==> src/rtl/rx_deserializer.sv <==
// Serial-to-parallel receive deserializer: configurable width and shift direction,
// double-buffered output word with ready/read handshake and sticky overrun flag.
module rx_deserializer #(
    parameter int unsigned NUM_BITS  = 8,
    parameter bit          SHIFT_MSB = 1'b0
) (
    input  logic                          clk,
    input  logic                          n_rst,
    input  logic                          clear,
    input  logic                          shift_enable,
    input  logic                          serial_in,
    input  logic                          data_read,
    output logic [NUM_BITS-1:0]           parallel_out,
    output logic                          word_ready,
    output logic                          overrun,
    output logic [$clog2(NUM_BITS+1)-1:0] bit_count
);

    localparam int unsigned     CntW    = $clog2(NUM_BITS + 1);
    localparam logic [CntW-1:0] LastCnt = CntW'(NUM_BITS - 1);

    logic [NUM_BITS-1:0] sr_q, sr_d;
    logic [NUM_BITS-1:0] sr_shift;
    logic [CntW-1:0]     cnt_q, cnt_d;
    logic [NUM_BITS-1:0] word_q, word_d;
    logic                ready_q, ready_d;
    logic                overrun_q, overrun_d;
    logic                last_bit;
    logic                complete;

    always_comb begin
        if (SHIFT_MSB) begin
            sr_shift = {sr_q[NUM_BITS-2:0], serial_in};
        end else begin
            sr_shift = {serial_in, sr_q[NUM_BITS-1:1]};
        end
    end

    assign last_bit = (cnt_q == LastCnt);
    // clear discards the strobed bit, so it can never complete a word
    assign complete = shift_enable && !clear && last_bit;

    always_comb begin
        sr_d  = sr_q;
        cnt_d = cnt_q;
        if (clear) begin
            sr_d  = '0;
            cnt_d = '0;
        end else if (shift_enable) begin
            sr_d  = sr_shift;
            cnt_d = last_bit ? '0 : cnt_q + CntW'(1);
        end
    end

    always_comb begin
        word_d    = word_q;
        ready_d   = ready_q;
        overrun_d = overrun_q;
        if (complete) begin
            word_d  = sr_shift;
            ready_d = 1'b1;
            // an unread word is lost unless it is being read on this very edge
            if (ready_q && !data_read) begin
                overrun_d = 1'b1;
            end
        end else if (data_read) begin
            ready_d = 1'b0;
        end
        if (clear) begin
            overrun_d = 1'b0;
        end
    end

    always_ff @(posedge clk) begin
        if (!n_rst) begin
            sr_q      <= '0;
            cnt_q     <= '0;
            word_q    <= '0;
            ready_q   <= 1'b0;
            overrun_q <= 1'b0;
        end else begin
            sr_q      <= sr_d;
            cnt_q     <= cnt_d;
            word_q    <= word_d;
            ready_q   <= ready_d;
            overrun_q <= overrun_d;
        end
    end

    assign parallel_out = word_q;
    assign word_ready   = ready_q;
    assign overrun      = overrun_q;
    assign bit_count    = cnt_q;

endmodule

==> config.mk <==
export PLATFORM = sky130hd
export DESIGN_NAME = rx_deserializer
export DESIGN_NICKNAME = d
export VERILOG_FILES = /design/src/rtl/rx_deserializer.sv
export SDC_FILE = /design/constraint.sdc
export NUM_CORES = 1
export LEC_CHECK = 0
export ABC_AREA = 1
export BUFFER_PORTS_ARGS = -buffer_cell sky130_fd_sc_hd__buf_4
export CORE_UTILIZATION = 51
export CTS_CLUSTER_DIAMETER = 100
export CTS_CLUSTER_SIZE = 30
export DETAILED_ROUTE_END_ITERATION = 16
export GPL_TIMING_DRIVEN = 0
export PLACE_DENSITY = 0.75
export SLEW_MARGIN = 30
export SYNTH_ARGS = -nofsm -noshare
export SYNTH_HDL_FRONTEND = slang
export SYNTH_SLANG_ARGS = --single-unit
==> constraint.sdc <==
create_clock -name clk -period 1.5 [get_ports clk]
set_input_delay 0.15 -clock clk [delete_from_list [all_inputs] [get_ports clk]]
set_output_delay 0.15 -clock clk [all_outputs]
set_load 0.02 [all_outputs]
[Word-level counts from Yosys, hierarchy flattened]
Index checks and enable logic that the tools add are counted.
Word-level totals
  flip-flop bits (word level): 22
  input bits: 6
  output and inout port bits: 14
  word-level logic and storage cells: 19
Operators by class
  $add $sub $neg: 1
  equal/unequal tests: 1
  muxes and demuxes: 3
  bitwise operators: 1
  reductions and logical operators: 8
Operator list (count)
  4-bit by 1-bit adder with 4-bit output, second input constant: 1
  4-bit by 3-bit == test with 1-bit output, second input constant: 1
  4-bit 2-to-1 mux: 1
  1-bit logical AND: 3
  1-bit logical NOT: 2
  1-bit 2-to-1 mux: 2
  2-bit AND reduction: 1
  2-bit nonzero test: 1
  2-bit OR reduction: 1
  1-bit inverter: 1

[Depth between registers and ports, before layout]
  word-level depth: 4
  mapped depth: 6

[Worst setup path after synthesis]
OpenSTA, ideal clock, no wires.
  kind: register -> register
  start point: register cnt_q[1] (netlist: bit_count[1])
  end point: register overrun_q (netlist: overrun)
  setup time: 0.066 ns
  arrival: 1.240 ns
  required time: 1.434 ns
  setup slack: 0.194 ns
  cell stages (with the launch flop): 7
  path through: dfxtp_1 > ha_1 > nand2_2 > nor2_8 > buf_12 > nand3_4 > a21oi_2
Between the ends
  longest elaborated chain between the ends: 3
RTL lines
  start, declared: RTL line 24  | logic [CntW-1:0] cnt_q, cnt_d;
  start signal, assigned: RTL line 83  | cnt_q <= cnt_d;
  4-bit by 3-bit == test with 1-bit output: RTL line 39  | assign last_bit = (cnt_q == LastCnt);
  1-bit logical AND: RTL line 41  | assign complete = shift_enable && !clear && last_bit;
  2-bit AND reduction (no line)
  end signal, assigned: RTL line 86  | overrun_q <= overrun_d;
  end, declared: RTL line 27  | logic overrun_q, overrun_d;
Every way passes these cells.
A chain may end at the register's enable or synchronous reset.

[Worst setup path in the final report]
Same ends and word-level chain as after synthesis.

==> results.json <==
{
  "worst_ep_arrival_time_ns": 1.55,
  "drive_above_1_share_pct": 25.0,
  "place_inst": 157,
  "dp_slack_ns": 0.212,
  "startpoint_type": "register",
  "fin_crit_sh_pct": 86.8,
  "hold_slack_ns": 0.128,
  "clk_pin_slew_worst_paths_ns": 0.11,
  "tns_ns": 0,
  "grt_max_degree": 12,
  "die_h_microns": 44.8,
  "hold_path.class": "input pin to register",
  "cp.depth": 6,
  "die-width_microns": 44.8,
  "setup_viol": 0,
  "dr.pass1.iters": 4,
  "portBuffers": 17,
  "clock_path_buffers": 2,
  "cap_violations": 0,
  "grt_pass1_vias": 654,
  "skew_ns": 0.00668,
  "first_iter_violations": 12,
  "power_mw": 0.914,
  "synth_top_family_by_area": "simple AND/OR/NAND/NOR gates",
  "rsz0062_at_grt": "false",
  "wl_per_cell_microns": 10.1,
  "routed_wl_mm": 1.62,
  "rows": 15,
  "slowest_stage": "dfxtp_1",
  "htree_levels": 1,
  "dp_hpwl_mm": 1.21,
  "relSlewSlack_pct": 81.0,
  "yosysWarnings": 0,
  "crit_fanout": 10,
  "critPathMaxStageDelay_ns": 0.41,
  "gp_congestion": 0.776,
  "p_leak_nw": 0.457,
  "die_area_sq_mm": 0.00200,
  "syn_nets": 122,
  "vias": 784,
  "status": "complete, no violations",
  "endpoint_kind": "register",
  "cts_resized": 0,
  "reg2reg_depth": 6,
  "worst_slew_pin_slew_ns": 0.285,
  "syn2layout_area_growth_pct": 19.9,
  "antenna_cells": 0,
  "p_per_area_mw_per_mm2": 818,
  "path_class": "register to register",
  "fillers": 176,
  "required_ns": 1.74,
  "synth-compound-area-share_pct": 16.1,
  "grt_overflow": 0,
  "drv_slew": 0,
  "synth_adder_area_share_pct": 1.34,
  "via_per_inst": 4.87,
  "cts_sinks": 21,
  "synthSimpleGateAreaFrac_pct": 25.2,
  "clock_latency_ns": 0.29,
  "ios": 20,
  "cts-root-buf": "clkbuf_4",
  "cts_buffers": 3,
  "grt_pass1_wl_mm": 2.65,
  "syn-cell-area_sq_um": 932,
  "synthMuxAreaShare_pct": 0,
  "yosys_register_bits": 21,
  "cts_setup_buffers": 0,
  "start_util_pct": 54.0,
  "syn_area_per_cell_sq_um": 8.11,
  "core_area_sq_mm": 0.00173,
  "ctsHoldBuffers": 0,
  "cp_num_buf_inv": 1,
  "ys_types": 20,
  "nets": 144,
  "hold_depth": 3,
  "yosysSeqAreaShare_pct": 45.1,
  "synth_xor_xnor_area_share_pct": 0,
  "synthCells": 115,
  "antenna_found_initial": 0,
  "cts_tree": "yes",
  "fin_cells": 161,
  "ant_nets": 0,
  "ir_drop_uv": 610,
  "hold_viol_final": 0,
  "layout_setup_ws_ns": 0.199,
  "drc_errors": 0,
  "max_freq_mhz": 768,
  "grt_use_total_pct": 18.2,
  "worstPathCellList": "ha_1, nand2_2, nor2_8, buf_12, nand3_4, a21oi_2",
  "path_delay_family": "flip-flops",
  "post-route-min-period_ns": 1.30
}
[tightest hold or removal path, delay by kind of cell]
| family | cells | cell delay (ns) |
|---|---|---|
| AND/OR/NAND/NOR | 2 | 0.09 |
| buffers and inverters | 1 | 0.14 |
[power by group]
group | leakage (nW) | internal, mW | switching, mW
logic | 0.272 | 0.0310 | 0.0481
registers | 0.170 | 0.566 | 0.00480
clock network | 0.0150 | 0.103 | 0.161
total | 0.457 | 0.700 | 0.213
[Yosys cell counts, drive strengths merged]
cell    count  area (sq um)
a21oi      19           103
buf         6          62.6
dfxtp      21           420
ha          1          12.5
inv        13          51.3
nand2      17          66.3
nand3      10          62.6
nor2       19           106
o21ai       8          40.0
o21bai      1          7.51
[flip-flops by register name (all words and copies together), names as in the netlist]
register,cells
word_ready,1
overrun,1
bit_count,4
sr_q,7
parallel_out,8
[cells by family after synthesis]
| kind of cell | count (synthesis) |
|---|---|
| AND/OR/NAND/NOR | 46 |
| adder cells (fa/ha/maj) | 1 |
| AO/OA/AOI/OAI | 28 |
| buffers and inverters | 19 |
| flip-flops | 21 |
[routing by layer]
metal | part of all wire, % | global-route usage (%)
met5 | 0 | 0
met4 | 0.93 | 5.45
met1 | 48 | 23.7
met3 | 3.2 | 4.80
met2 | 48 | 29.7
[area by class of cell]
type                            instances  area (sq um)  share of cell area, %
Buffer                                  6          62.6                   5.60
Clock buffer                            4          26.3                   2.35
Inverter                               13          51.3                   4.59
Multi-Input combinational cell         75           398                   35.6
Sequential cell                        21           420                   37.6
Tap cell                               25          31.3                   2.80
Timing Repair Buffer                   17           128                   11.4
[final timing paths]
path | slack [ns] | from | end
hold / removal | 0.13 | n_rst | parallel_out[6]
setup reg to reg | 0.20 | bit_count[1] | overrun
setup / recovery | 0.20 | bit_count[1] | overrun
hold reg to reg | 0.47 | overrun | overrun
[metrics by stage]
stage	utilization (%)	cell area, sq um
global placement	63.2	1090
floorplan	-	932
global route	64.7	1120
detailed placement	63.2	1090
finish	64.7	1120
CTS	64.7	1120
[placed cells by master (no fill, tap or decap)]
master    netlist  routed
o21ai_1         1       1
ha_1            1       1
clkbuf_4        0       3
inv_4           1       1
a21oi_2         2       2
nand2_2         1       1
nor2_1         16      16
a21oi_1        17      17
dfxtp_1        21      21
buf_4           3      20
buf_8           1       1
nor2_2          1       1
nor2_8          2       2
clkbuf_1        0       1
nand2_1        16      16
inv_1          12      12
buf_2           1       1
nand3_1         9       9
o21bai_1        1       1
nand3_4         1       1
buf_12          1       1
o21ai_0         7       7
(Power assumes the default switching activity.)
